--- src/rtl/sr_bank_ctrl_pkg.sv ---
// Shared types and constants for the SR-latch bank controller.
package sr_ctrl_pkg;

   typedef enum logic [1:0] {
      ST_IDLE   = 2'd0,
      ST_DRIVE  = 2'd1,
      ST_SETTLE = 2'd2,
      ST_DONE   = 2'd3
   } state_t;

   localparam logic OP_SET = 1'b1;
   localparam logic OP_CLR = 1'b0;

endpackage

--- src/rtl/sr_bank_ctrl_if.sv ---
// Requester handshakes plus latch-bank drive and status lines of the controller.
interface sr_bank_ctrl_if #(
   parameter int N     = 8,
   parameter int IDX_W = 3
);
   logic             req_a;
   logic             op_a;
   logic [IDX_W-1:0] idx_a;
   logic             gnt_a;
   logic             req_b;
   logic             op_b;
   logic [IDX_W-1:0] idx_b;
   logic             gnt_b;
   logic [N-1:0]     s_out;
   logic [N-1:0]     r_out;
   logic [N-1:0]     q_shadow;
   logic             busy;
   logic             done;
   logic             err;

   // Controller side
   modport slave (
      input  req_a, op_a, idx_a, req_b, op_b, idx_b,
      output gnt_a, gnt_b, s_out, r_out, q_shadow, busy, done, err
   );

   // Requester / bank side
   modport master (
      output req_a, op_a, idx_a, req_b, op_b, idx_b,
      input  gnt_a, gnt_b, s_out, r_out, q_shadow, busy, done, err
   );
endinterface

--- src/rtl/sr_bank_ctrl_rr_arb2.sv ---
// Two-way round-robin arbiter; bit 0 is requester A, bit 1 is requester B.
module rr_arb2 (
   input  logic       clk,
   input  logic       rst,
   input  logic [1:0] req,
   input  logic       advance,
   output logic [1:0] grant
);

   // 1 when B won last, so A is favoured on a tie; reset favours A.
   logic last_b_q;

   // Grant a lone requester outright; on a tie grant the one not granted last.
   always_comb begin
      grant = 2'b00;
      case (req)
         2'b01:   grant = 2'b01;
         2'b10:   grant = 2'b10;
         2'b11:   grant = last_b_q ? 2'b01 : 2'b10;
         default: grant = 2'b00;
      endcase
   end

   // Remember the last winner, only when a grant is actually taken.
   always_ff @(posedge clk) begin
      if (rst) begin
         last_b_q <= 1'b1;
      end else if (advance) begin
         last_b_q <= grant[1];
      end
   end

endmodule

--- src/rtl/sr_bank_ctrl.sv ---
// Arbitrated set/clear pulse controller for a bank of N SR latches with shadow readback.
// S and R are registered one-hot vectors, never both non-zero, so no latch sees S=R=1.
module sr_bank_ctrl
   import sr_ctrl_pkg::*;
#(
   parameter int N          = 8,
   parameter int IDX_W      = 3,
   parameter int PULSE_CYC  = 2,
   parameter int SETTLE_CYC = 1
) (
   input logic            clk,
   input logic            rst,
   sr_bank_ctrl_if.slave  bus
);

   localparam int MAXC  = (PULSE_CYC > SETTLE_CYC) ? PULSE_CYC : SETTLE_CYC;
   localparam int CNT_W = $clog2(MAXC + 1);
   localparam logic [CNT_W-1:0] PULSE_LD  = CNT_W'(PULSE_CYC - 1);
   localparam logic [CNT_W-1:0] SETTLE_LD = CNT_W'(SETTLE_CYC - 1);

   // One-hot decode; an out-of-range index decodes to all zeros.
   function automatic logic [N-1:0] onehot(input logic [IDX_W-1:0] i);
      logic [N-1:0] v;
      v = '0;
      for (int k = 0; k < N; k++) begin
         if (i == IDX_W'(k)) v[k] = 1'b1;
      end
      return v;
   endfunction

   state_t           state_q;
   logic [CNT_W-1:0] cnt_q;
   logic             op_q;
   logic [IDX_W-1:0] idx_q;
   logic [N-1:0]     s_q, r_q, shadow_q;
   logic             gnt_a_q, gnt_b_q, busy_q, done_q, err_q;

   logic [1:0]       grant;
   logic             accept_d;
   logic             win_op_d;
   logic [IDX_W-1:0] win_idx_d;
   logic [N-1:0]     win_hot_d, s_d, r_d, cur_hot_d, shadow_d;

   rr_arb2 u_arb (
      .clk     (clk),
      .rst     (rst),
      .req     ({bus.req_b, bus.req_a}),
      .advance (accept_d),
      .grant   (grant)
   );

   // Requests are only sampled in IDLE; elsewhere the arbiter output is ignored.
   assign accept_d = (state_q == ST_IDLE) && (grant != 2'b00);

   // Select the winning command and decode the S/R vectors it will drive.
   always_comb begin
      win_op_d  = bus.op_a;
      win_idx_d = bus.idx_a;
      if (grant[1]) begin
         win_op_d  = bus.op_b;
         win_idx_d = bus.idx_b;
      end
      win_hot_d = onehot(win_idx_d);
      s_d       = (win_op_d == OP_SET) ? win_hot_d : '0;
      r_d       = (win_op_d == OP_CLR) ? win_hot_d : '0;
   end

   // Shadow value after applying the captured command; unchanged for a bad index.
   always_comb begin
      cur_hot_d = onehot(idx_q);
      shadow_d  = (op_q == OP_SET) ? (shadow_q | cur_hot_d) : (shadow_q & ~cur_hot_d);
   end

   // Main FSM with registered outputs; the down-counter is reloaded on every state entry.
   always_ff @(posedge clk) begin
      if (rst) begin
         state_q  <= ST_IDLE;
         cnt_q    <= '0;
         op_q     <= OP_CLR;
         idx_q    <= '0;
         s_q      <= '0;
         r_q      <= '0;
         shadow_q <= '0;
         gnt_a_q  <= 1'b0;
         gnt_b_q  <= 1'b0;
         busy_q   <= 1'b0;
         done_q   <= 1'b0;
         err_q    <= 1'b0;
      end else begin
         gnt_a_q <= 1'b0;
         gnt_b_q <= 1'b0;
         done_q  <= 1'b0;
         err_q   <= 1'b0;
         case (state_q)
            ST_IDLE: begin
               if (accept_d) begin
                  state_q <= ST_DRIVE;
                  cnt_q   <= PULSE_LD;
                  op_q    <= win_op_d;
                  idx_q   <= win_idx_d;
                  s_q     <= s_d;
                  r_q     <= r_d;
                  gnt_a_q <= grant[0];
                  gnt_b_q <= grant[1];
                  busy_q  <= 1'b1;
               end
            end
            ST_DRIVE: begin
               if (cnt_q == '0) begin
                  state_q <= ST_SETTLE;
                  cnt_q   <= SETTLE_LD;
                  s_q     <= '0;
                  r_q     <= '0;
               end else begin
                  cnt_q <= cnt_q - 1'b1;
               end
            end
            ST_SETTLE: begin
               if (cnt_q == '0) begin
                  state_q  <= ST_DONE;
                  cnt_q    <= '0;
                  done_q   <= 1'b1;
                  err_q    <= (cur_hot_d == '0);
                  shadow_q <= shadow_d;
               end else begin
                  cnt_q <= cnt_q - 1'b1;
               end
            end
            ST_DONE: begin
               state_q <= ST_IDLE;
               cnt_q   <= '0;
               busy_q  <= 1'b0;
            end
            default: begin
               state_q <= ST_IDLE;
               cnt_q   <= '0;
               s_q     <= '0;
               r_q     <= '0;
               busy_q  <= 1'b0;
            end
         endcase
      end
   end

   assign bus.gnt_a    = gnt_a_q;
   assign bus.gnt_b    = gnt_b_q;
   assign bus.s_out    = s_q;
   assign bus.r_out    = r_q;
   assign bus.q_shadow = shadow_q;
   assign bus.busy     = busy_q;
   assign bus.done     = done_q;
   assign bus.err      = err_q;

endmodule

--- src/flat_wrapper.sv ---
// flat-port wrapper written by rule: the top's interface ports become plain ports
module sr_bank_ctrl_flat import sr_ctrl_pkg::*;
#(
   parameter int N          = 8,
   parameter int IDX_W      = 3,
   parameter int PULSE_CYC  = 2,
   parameter int SETTLE_CYC = 1
)
  (clk, rst, bus_req_a, bus_op_a, bus_idx_a, bus_req_b, bus_op_b, bus_idx_b, bus_gnt_a, bus_gnt_b, bus_s_out, bus_r_out, bus_q_shadow, bus_busy, bus_done, bus_err);
  sr_bank_ctrl_if #(.N(N), .IDX_W(IDX_W)) bus_i ();
  input logic clk;
  input logic rst;
  input wire logic [$bits(bus_i.req_a)-1:0] bus_req_a;
  input wire logic [$bits(bus_i.op_a)-1:0] bus_op_a;
  input wire logic [$bits(bus_i.idx_a)-1:0] bus_idx_a;
  input wire logic [$bits(bus_i.req_b)-1:0] bus_req_b;
  input wire logic [$bits(bus_i.op_b)-1:0] bus_op_b;
  input wire logic [$bits(bus_i.idx_b)-1:0] bus_idx_b;
  output wire logic [$bits(bus_i.gnt_a)-1:0] bus_gnt_a;
  output wire logic [$bits(bus_i.gnt_b)-1:0] bus_gnt_b;
  output wire logic [$bits(bus_i.s_out)-1:0] bus_s_out;
  output wire logic [$bits(bus_i.r_out)-1:0] bus_r_out;
  output wire logic [$bits(bus_i.q_shadow)-1:0] bus_q_shadow;
  output wire logic [$bits(bus_i.busy)-1:0] bus_busy;
  output wire logic [$bits(bus_i.done)-1:0] bus_done;
  output wire logic [$bits(bus_i.err)-1:0] bus_err;
  assign bus_i.req_a = bus_req_a;
  assign bus_i.op_a = bus_op_a;
  assign bus_i.idx_a = bus_idx_a;
  assign bus_i.req_b = bus_req_b;
  assign bus_i.op_b = bus_op_b;
  assign bus_i.idx_b = bus_idx_b;
  assign bus_gnt_a = bus_i.gnt_a;
  assign bus_gnt_b = bus_i.gnt_b;
  assign bus_s_out = bus_i.s_out;
  assign bus_r_out = bus_i.r_out;
  assign bus_q_shadow = bus_i.q_shadow;
  assign bus_busy = bus_i.busy;
  assign bus_done = bus_i.done;
  assign bus_err = bus_i.err;
  sr_bank_ctrl #(.N(N), .IDX_W(IDX_W), .PULSE_CYC(PULSE_CYC), .SETTLE_CYC(SETTLE_CYC)) u_core (.clk(clk), .rst(rst), .bus(bus_i));
endmodule
--- config.mk ---
export PLATFORM = sky130hd
export DESIGN_NAME = sr_bank_ctrl_flat
export DESIGN_NICKNAME = d
export VERILOG_FILES = /design/src/rtl/sr_bank_ctrl_pkg.sv /design/src/rtl/sr_bank_ctrl_if.sv /design/src/rtl/sr_bank_ctrl_rr_arb2.sv /design/src/rtl/sr_bank_ctrl.sv /design/src/flat_wrapper.sv
export SDC_FILE = /design/constraint.sdc
export NUM_CORES = 1
export LEC_CHECK = 0
export CAP_MARGIN = 20
export CORE_UTILIZATION = 48
export CTS_CLUSTER_DIAMETER = 120
export DETAILED_ROUTE_END_ITERATION = 12
export PLACE_DENSITY = 0.89
export SLEW_MARGIN = 30
export SYNTH_ARGS = -nofsm -noshare
export SYNTH_HDL_FRONTEND = slang
export SYNTH_SLANG_ARGS = --single-unit
--- constraint.sdc ---
create_clock -name clk -period 2.1 [get_ports clk]
set_input_delay 0.42 -clock clk [delete_from_list [all_inputs] [get_ports clk]]
set_output_delay 0.42 -clock clk [all_outputs]
set_load 0.01 [all_outputs]
==> impl_results.md, run 1 <==
- Clock buffer depth: 2
- Max Cap Viol: 0
- HPWL Detailed: 2.602 mm
- CP Max Fanout: 10
- Worst setup margin: 0.3609 ns
- Most frequent cell after synthesis: dfxtp_1
- Leading register cell type out of synthesis: dfxtp_1
- Antenna violations before repair: 0
- Fin util: between 60% and 70%
- CP Capture Type: flop
- Synth area leader: dfxtp_1
- Clock buffers created by TritonCTS: 5
- Die Y: 60.90 um
- Register-to-register setup slack: 0.39 ns
- Finish-stage setup viols: 0
- Std cell rows: 21
- Initial DRC count: 61
- Final wirelength: approximately 3.6 mm
- PostCTS Resize Cnt: 0
- Number of synthesized flops with an enable pin: 0
- Critical Path End: u_core.bus.r_out[4]
- Worst skew pair latency: roughly 0.34 ns
- # port buffers: 40
- Pre-CTS setup slack: 0.01882 ns
- Ys async rst share: 0%
- Cts hold-fix bufs: 0
- Power per cell area: 1049 mW/mm^2
- Critical Path AT: 2.03 ns
- Crit path kind: input port to flop
- Clock Skew: approximately 0.0076 ns
- Antenna diode count: 0
- Achievable Freq: between 0.5 and 0.6 GHz
- Flop pwr share: 38.0%
- Post-CTS setup buffer count: 0
- Number of distinct library cells after synthesis: 35
- Filler Cells Inserted: around 280
- Min cycle time layout: approximately 1.7 ns
- Buf+Inv Stages, Crit Path: 1
- Placed cell count: ~270
- Worst-path clk slew: ~0.12 ns
- Worst reg2reg path depth: 6
- Reg2Reg Capture Point: u_core.state_q[1]
- Area Growth Syn to Fin: 37.49%
- Htree depth: 2
- Synth top cells by count: dfxtp_1 (38), nand2_1 (23), nor2_1 (14), a21oi_1 (13), nand3_1 (12)
- Vias in the first global route: ~1.3k
- Start point of the critical path: bus_req_b
- Global-route wire length before repair: about 5.7 mm
- Int Power: between 0.0015 and 0.002 W
- Vias: 1489
- R2R Path Start: u_core.state_q[0]
- Via/cell ratio: ~5.4
- Final Hold Vio Count: 0
- Final Non-Filler Cells: 276
- Core Area: between 0.003 and 0.004 mm^2
- Share of layout cells above drive strength 1: 16.52%
- I/O pin total: just over 40
- WP data required: roughly 2.4 ns
- Die Wd: about 60 um
- Sw frac: 32.70%
- CTS tree: yes
- Delay-heaviest family, CP: compound AO/OA/AOI/OAI gates
- Largest stage delay, worst path: around 0.53 ns
- Switching power: about 0.0008 W
- GRT overflow: 0
- Startpoint types: input port
- CP Depth: 5
- Status: completed
- RSZ-0062 raised after global routing: false
- Wire per inst: about 13 um
- Tcrit/Tclk final: between 80% and 90%
- Warnings from Yosys: 0
- Mapped Cells: between 150 and 200
- Peak VDD IR: around 0.6 mV
- Syn Area/Cell: roughly 9.3 um^2
- Largest cells by area after synthesis: dfxtp_1 (46%), a22o_2 (6.0%), nand2_1 (5.2%), nand3b_1 (4.1%), a21oi_1 (3.9%)
- Pin count of the biggest net entering global routing: 17
- Final ANT Viol Nets: 0
- Top cell type's share of synthesized area: between 40% and 50%
- Die Area: around 0.0037 mm^2
- Nets: between 200 and 250
- GRT Resource Usage Total: 21.11%
- Cells along the critical path: clkdlybuf4s50_1, a21bo_2, or3_1, a21oi_2, a22o_1
- Starting Density: between 40 and 50%
- #FFs+latches synth: 38
- Post-synthesis cell area: around 0.0017 mm^2
- Fin Setup TNS: 0 ns
- Type of the worst min-delay path: flop to flop
- Clock group share of total power: 27.1%
- GP Congestion: 0.7728
- CTS Sinks: 38
- DRT Pass-1 Iters: 4
- LEAKAGE: a little under 0.9 nW
- Logic pwr share: approximately a third
- CTS root buffer: clkbuf_4
- Register area share after synthesis: between 40% and 50%
- Post-route DRC: 0
- Slew Limit Fails: 0
- Syn Nets: 196
- CP max stage cell: clkdlybuf4s50_1
area by class of cell:
type | count | area, um^2 | area share, %
Timing Repair Buffer | 53 | 510.5 | 22.30
Sequential cell | 38 | 760.7 | 33.22
Multi-Input combinational cell | 128 | 838.3 | 36.61
Inverter | 3 | 11.26 | 0.4918
Clock inverter | 2 | 60.06 | 2.623
Clock buffer | 6 | 51.30 | 2.240
Tap cell | 46 | 57.56 | 2.514
worst register-to-register path, stage by stage (launching register included):
cell     delay [ns]
dfxtp_1        0.36
inv_1          0.13
ha_1           0.24
or3b_1         0.44
o21ai_0        0.17
mux2i_1        0.23
nor2_1         0.05
through the flow:
step | total power [W] | cell area (um^2) | hold slack, ns
global placement | 0.001738 | 2178 | 0.4431
finish | 0.002403 | 2290 | 0.4622
floorplan | 0.001482 | 1665 | 0.4656
CTS | 0.002405 | 2290 | 0.4655
detailed placement | 0.001766 | 2178 | 0.4492
global route | 0.002546 | 2290 | 0.4864
layer usage:
layer  global-route usage, %  wire, um  share of wire [%]  up-vias
li1                        -         -                  -      741
met3                   6.610       160                4.5        5
met1                   26.41      1680                 47      701
met2                   34.38      1712                 48       42
met5                       0         0                  0        -
met4                   7.468        35               0.98        0
cells by family (layout without fill, tap and decap cells):
kind of cell | Yosys count | in the layout | share of synthesized area [%]
compound gates | 44 | 44 | 20.96
fa+ha+maj | 5 | 5 | 3.757
buf+inv | 13 | 64 | 3.982
flops | 38 | 38 | 45.68
mux | 4 | 4 | 2.479
other cells | 1 | 1 | 0.2252
simple gates | 74 | 74 | 22.91
cells in the final DEF, fill, tap and decap left out, types with 4 or more instances in the layout:
| master | n |
|---|---|
| a21oi_1 | 13 |
| clkbuf_4 | 5 |
| dfxtp_1 | 38 |
| or3_1 | 4 |
| buf_4 | 12 |
| clkdlybuf4s50_1 | 40 |
| nor2_1 | 14 |
| nand3b_1 | 9 |
| a311oi_1 | 4 |
| nand3_1 | 12 |
| nand2_1 | 23 |
| a22o_2 | 10 |
| a22o_1 | 6 |
| ha_1 | 5 |
power by group through the flow:
stage	Sequential (W)	Combinational (W)	Clock (W)
detailed placement	0.000929	0.000837	0
global placement	0.000923	0.000815	0
floorplan	0.000913	0.000569	0
global route	0.000928	0.000929	0.000690
finish	0.000913	0.000839	0.000650
CTS	0.000913	0.000842	0.000650
worst min-delay path by stage:
| stage | startpoint | end | cells after the start |
|---|---|---|---|
| 6_report | flop | flop | 2 |
| 5_1_grt | flop | flop | 2 |
| 4_1_cts | flop | flop | 2 |
| 3_5_place_dp | flop | flop | 2 |
| 3_3_place_gp | flop | flop | 2 |
| 2_1_floorplan | u_core.u_arb.last_b_q | u_core.bus.gnt_a | 2 |
No activity file was read; power rests on OpenSTA's default activity.
==> inputs of run 2 (changes only) <==
CORE_UTILIZATION = 44   (was 48)
PLACE_DENSITY = 0.86   (was 0.89)
clock period = 1.53 ns   (was 2.1 ns; I/O delays follow)
==> run 2 against run 1 <==
The run now ends with setup timing left. Non-clock buffer count increased by 16. Hold slack got worse by 0.0076 ns. Sequential cell count unchanged. Final cell count is 6.2% higher. Critical path depth grew 1. Global-route usage up 2.4 points. First-iteration DRC count grew 56%. Power increased by 43%. Clock power grew 11%. Critical path type is now flop to flop.
==> impl_results.md, run 2 (synthesis results as in run 1) <==
- Status: complete, but fails checks
- Failing checks: setup timing
- Fin Setup TNS: -0.1343 ns
- Worst-path clk slew: around 0.08 ns
- LEAKAGE: 1.005 nW
- Final Hold Vio Count: 0
- Finish-stage setup viols: 13
- Fin util: a little under three quarters
- Largest stage delay, worst path: 0.41 ns
- Share of layout cells above drive strength 1: 26.72%
- CTS root buffer: clkbuf_8
- HPWL Detailed: 3.051 mm
- Cts hold-fix bufs: 0
- Pin count of the biggest net entering global routing: 17
- Slew Limit Fails: 0
- Achievable Freq: around 0.64 GHz
- R2R Path Start: u_core.state_q[1]
- Clock Skew: 0.008624 ns
- Die Area: slightly above 0.004 mm^2
- DRT Pass-1 Iters: 4
- CP Depth: 6
- RSZ-0062 raised after global routing: true
- CP Capture Type: flop
- Via/cell ratio: approximately 5.5
- Reg2Reg Capture Point: u_core.bus.s_out[6]
- GRT overflow: 0
- Antenna violations before repair: 0
- WP data required: between 1.5 and 2 ns
- Starting Density: 48.02%
- Max Cap Viol: 0
- CTS Sinks: 38
- # port buffers: 40
- Min cycle time layout: roughly 1.6 ns
- Delay-heaviest family, CP: simple AND/OR/NAND/NOR gates
- Final wirelength: 4.450 mm
- Die Y: approximately 64 um
- Vias: 1601
- Htree depth: 2
- Filler Cells Inserted: 272
- Power per cell area: roughly 1400 mW/mm^2
- Peak VDD IR: ~1.3 mV
- CTS tree: yes
- Antenna diode count: 0
- Post-route DRC: 0
- Critical Path End: u_core.bus.s_out[6]
- Final ANT Viol Nets: 0
- I/O pin total: 41
- Cells along the critical path: inv_2, ha_4, or3b_4, a21oi_4, buf_12, a22o_1
- Hold Path Cell Cnt: 2
- Worst skew pair latency: approximately 0.3 ns
- Clock buffer depth: 2
- Routed length on met2: between 2 and 2.5 mm
- Met1 WL: about 1.9 mm
- Type of the worst min-delay path: flop to flop
- Worst setup margin: -0.03052 ns
- Crit path kind: flop to flop
- Register-to-register setup slack: -0.03 ns
- Area Growth Syn to Fin: 49.29%
- Routed wl met3: about 320 um
- Initial DRC count: 95
- Worst reg2reg path depth: 6
- Critical Path AT: roughly 1.8 ns
- Vias in the first global route: approximately 1.5k
- Tcrit/Tclk final: 102.0%
- GRT Resource Usage Total: between 20% and 30%
- Most frequent cells in the layout: dfxtp_1 (35), clkdlybuf4s50_1 (35), buf_4 (28), nand2_1 (23), nor2_1 (14)
- Std cell rows: 21
- Clock buffers created by TritonCTS: 5
- Die Wd: about 64 um
- CP Max Fanout: 16
- Placed instance area: about 0.0023 mm^2
- Global-route wire length before repair: around 7.2 mm
- Power consumption: about 0.0034 W
- Area of the multi-input gates: ~920 um^2
- Top routing layer in use: met4
- Start point of the critical path: u_core.state_q[1]
- Wire per inst: around 15 um
- GP Congestion: about 0.89
- Buf+Inv Stages, Crit Path: 2
- Sequential Area: around 760 um^2
- Startpoint types: flop
- Final instance area: roughly 0.0025 mm^2
- Core Area: between 0.003 and 0.004 mm^2
- Nets: between 200 and 300
- CP max stage cell: or3b_4
-- run 2: cell types whose count changed in the layout (fill, tap and decap cells not counted), moves of 3 or more --
cell             change
buf_4               +16
clkbuf_4             -5
clkbuf_8             +5
clkdlybuf4s50_1      -5
dfxtp_1              -3
dfxtp_2              +3
dlymetal6s2s_1       +3
-- run 2: tightest hold or removal path, stage by stage, from the launching register on --
cell and delay [ns]:
dfxtp_1 0.31, nand2_1 0.05, a21oi_1 0.05
-- run 2: report_power, final --
part | switching, W | internal, W | total [W] | leakage, nW
sequential | 0.000155 | 0.00113 | 0.00128 | 0.310
clock | 0.000359 | 0.000362 | 0.000721 | 0.0472
combinational | 0.000693 | 0.000733 | 0.00143 | 0.648
-- run 2: through the flow --
step	cells	worst slack [ns]	hold WS [ns]
global route	293	-0.07810	0.4732
CTS	293	-0.02883	0.4576
global placement	283	-0.3194	0.4413
floorplan	179	-0.02999	0.4142
finish	293	-0.03052	0.4546
detailed placement	283	-0.3913	0.4470
-- run 2: layer usage --
metal	global-route usage, %	up-vias
met1	28.36	739
met4	12.22	0
met2	38.56	73
li1	-	778
met3	5.254	11
met5	0	-
-- run 2: worst min path at each step --
| stage | startpoint | endpoint | slack [ns] |
|---|---|---|---|
| after floorplan | bus_req_b | u_core.bus.gnt_a | 0.41 |
| after detailed placement | flop | flop | 0.45 |
| final | flop | flop | 0.45 |
| after CTS | flop | flop | 0.46 |
| after global routing | flop | flop | 0.47 |
| after global placement | flop | flop | 0.44 |
-- run 2: repair_timing --
action	CTS	global route
endpoints found under the setup margin	20	29
gates cloned	1	0
pin swaps	4	2
gates resized for setup	8	9
buffers inserted	1	0
-- run 2: area by class of cell --
cell class	count	area share [%]
well taps	46	2.315
flip-flops and latches	38	30.75
repair buffers	69	25.57
multi-input cells	129	37.09
clock buffers	6	3.322
clock inverters	2	0.5033
inverters	3	0.4529
==> inputs of run 3 (changes only) <==
CORE_MARGIN = 3   (was unset)
==> run 3 against run 2 <==
Hold slack gained 0.0082 ns. Count of clock-buffer cells in the layout unchanged. Sequential power hardly changed. Non-clock buffer count increased by 2. Sequential cell count unchanged. Combinational power is essentially flat. The flow now finishes without violations.
==> impl_results.md, run 3 (synthesis results as in run 1) <==
- Routed length on met2: slightly below 2 mm
- R2R Path Start: u_core.state_q[0]
- Worst-path clk slew: around 0.070 ns
- Post-route DRC: 0
- Min cycle time layout: ~1.5 ns
- GP Congestion: about 0.8
- Commonest non-fill, non-tap cell in the layout: dfxtp_1
- Via/cell ratio: roughly 5.2
- Initial DRC count: 115
- CP max stage cell: or3b_4
- Final Non-Filler Cells: approximately 290
- Final instance area: 0.002485 mm^2
- CP Max Fanout: 16
- Startpoint types: flop
- Worst skew pair latency: slightly below 0.3 ns
- CTS tree: yes
- DRT Pass-1 Iters: 4
- Delay-heaviest family, CP: simple AND/OR/NAND/NOR gates
- Wire per inst: between 10 and 15 um
- Vias: roughly 1.5k
- Routed wl met3: ~260 um
- CTS Sinks: 38
- Largest stage delay, worst path: 0.41 ns
- RSZ-0062 raised after global routing: true
- Clock Skew: around 0.0036 ns
- Top routing layer in use: met4
- Die Area: approximately 0.0046 mm^2
- I/O pin total: about 40
- Power per cell area: approximately 1400 mW/mm^2
- Critical Path AT: 1.76 ns
- Achievable Freq: approximately 0.66 GHz
- Std cell rows: 21
- Start point of the critical path: u_core.state_q[0]
- Crit path kind: flop to flop
- Type of the worst min-delay path: flop to flop
- Htree depth: 2
- Cells along the critical path: inv_2, ha_4, or3b_4, a21oi_4, buf_12, a22o_1
- Final Hold Vio Count: 0
- Fin Setup TNS: 0 ns
- Pin count of the biggest net entering global routing: 21
- GRT Resource Usage Total: around a fifth
- Clock buffers created by TritonCTS: 5
- Met1 WL: 1.909 mm
- Power consumption: roughly 0.0034 W
- Clock buffer depth: 2
- GRT overflow: 0
- Nets: 264
- Antenna diode count: 0
- Sequential Area: around 760 um^2
- Buf+Inv Stages, Crit Path: 2
- Area of the multi-input gates: slightly below 900 um^2
- Starting Density: between 40% and 50%
- Final hold slack: around 0.46 ns
- Slew Limit Fails: 0
- Placed instance area: around 0.0023 mm^2
- Antenna violations before repair: 0
- Final ANT Viol Nets: 0
- LEAKAGE: ~1.0 nW
- Die Y: slightly below 70 um
- Most frequent cells in the layout: dfxtp_1 (36), clkdlybuf4s50_1 (33), buf_4 (29), nand2_1 (23), nor2_1 (14)
- Vias in the first global route: 1462
- Area Growth Syn to Fin: 49.21%
- Core Area: 0.003495 mm^2
- Peak VDD IR: about 0.95 mV
- Filler Cells Inserted: approximately 270
- # port buffers: 40
- Placed cell count: about 290
- Final wirelength: ~4.2 mm
- CP Capture Type: flop
- Global-route wire length before repair: ~6.9 mm
- Tcrit/Tclk final: 99.47%
- Die Wd: about 68 um
- WP data required: roughly 1.8 ns
- HPWL Detailed: around 3.0 mm
- Finish-stage setup viols: 0
- Status: completed
- CTS root buffer: clkbuf_8
- Register-to-register setup slack: about 0.0082 ns
- Share of layout cells above drive strength 1: between 20% and 30%
- Max Cap Viol: 0
run 3: worst paths after layout:
check	to	cells after the start
setup / recovery	u_core.bus.r_out[4]	6
hold / removal	flop	2
setup reg to reg	u_core.bus.r_out[4]	6
hold reg to reg	flop	2
run 3: timing repair:
action                                  4_1_cts  5_1_grt
gates resized for setup                       5        9
hold buffers                                  0        0
endpoints found under the setup margin       22       32
pin swaps                                     2        0
buffers inserted                              1        0
run 3: final cells by class:
cell class	count	area share [%]
repair buffers	71	26.89
flip-flops and latches	38	30.72
well taps	46	2.316
clock inverters	2	0.5035
multi-input cells	128	35.80
inverters	3	0.4532
clock buffers	6	3.323
run 3: routing by layer:
| layer | up-vias | global-route usage [%] |
|---|---|---|
| met3 | 6 | 6.323 |
| met2 | 46 | 31.11 |
| met5 | - | 0 |
| met4 | 0 | 7.089 |
| met1 | 711 | 26.90 |
| li1 | 777 | - |
run 3: tightest hold or removal path, cell delays in order, from the launching register on:
cell and delay, ns:
dfxtp_1 0.31, nand2_1 0.05, a21oi_1 0.05
run 3: per-stage QoR:
step | utilization, % | setup WS (ns)
6_report | 71.11 | 0.008152
5_1_grt | 71.11 | -0.08073
3_5_place_dp | 66.42 | -0.3707
2_1_floorplan | - | -0.02999
3_3_place_gp | 66.42 | -0.3423
4_1_cts | 70.07 | 0.006794
run 3: where the power goes:
part / internal [W] / total (W) / switching, W
Sequential: 0.00113 / 0.00128 / 0.000149
Clock: 0.000362 / 0.000717 / 0.000355
Combinational: 0.000765 / 0.00145 / 0.000684
Total: 0.00225 / 0.00344 / 0.00119
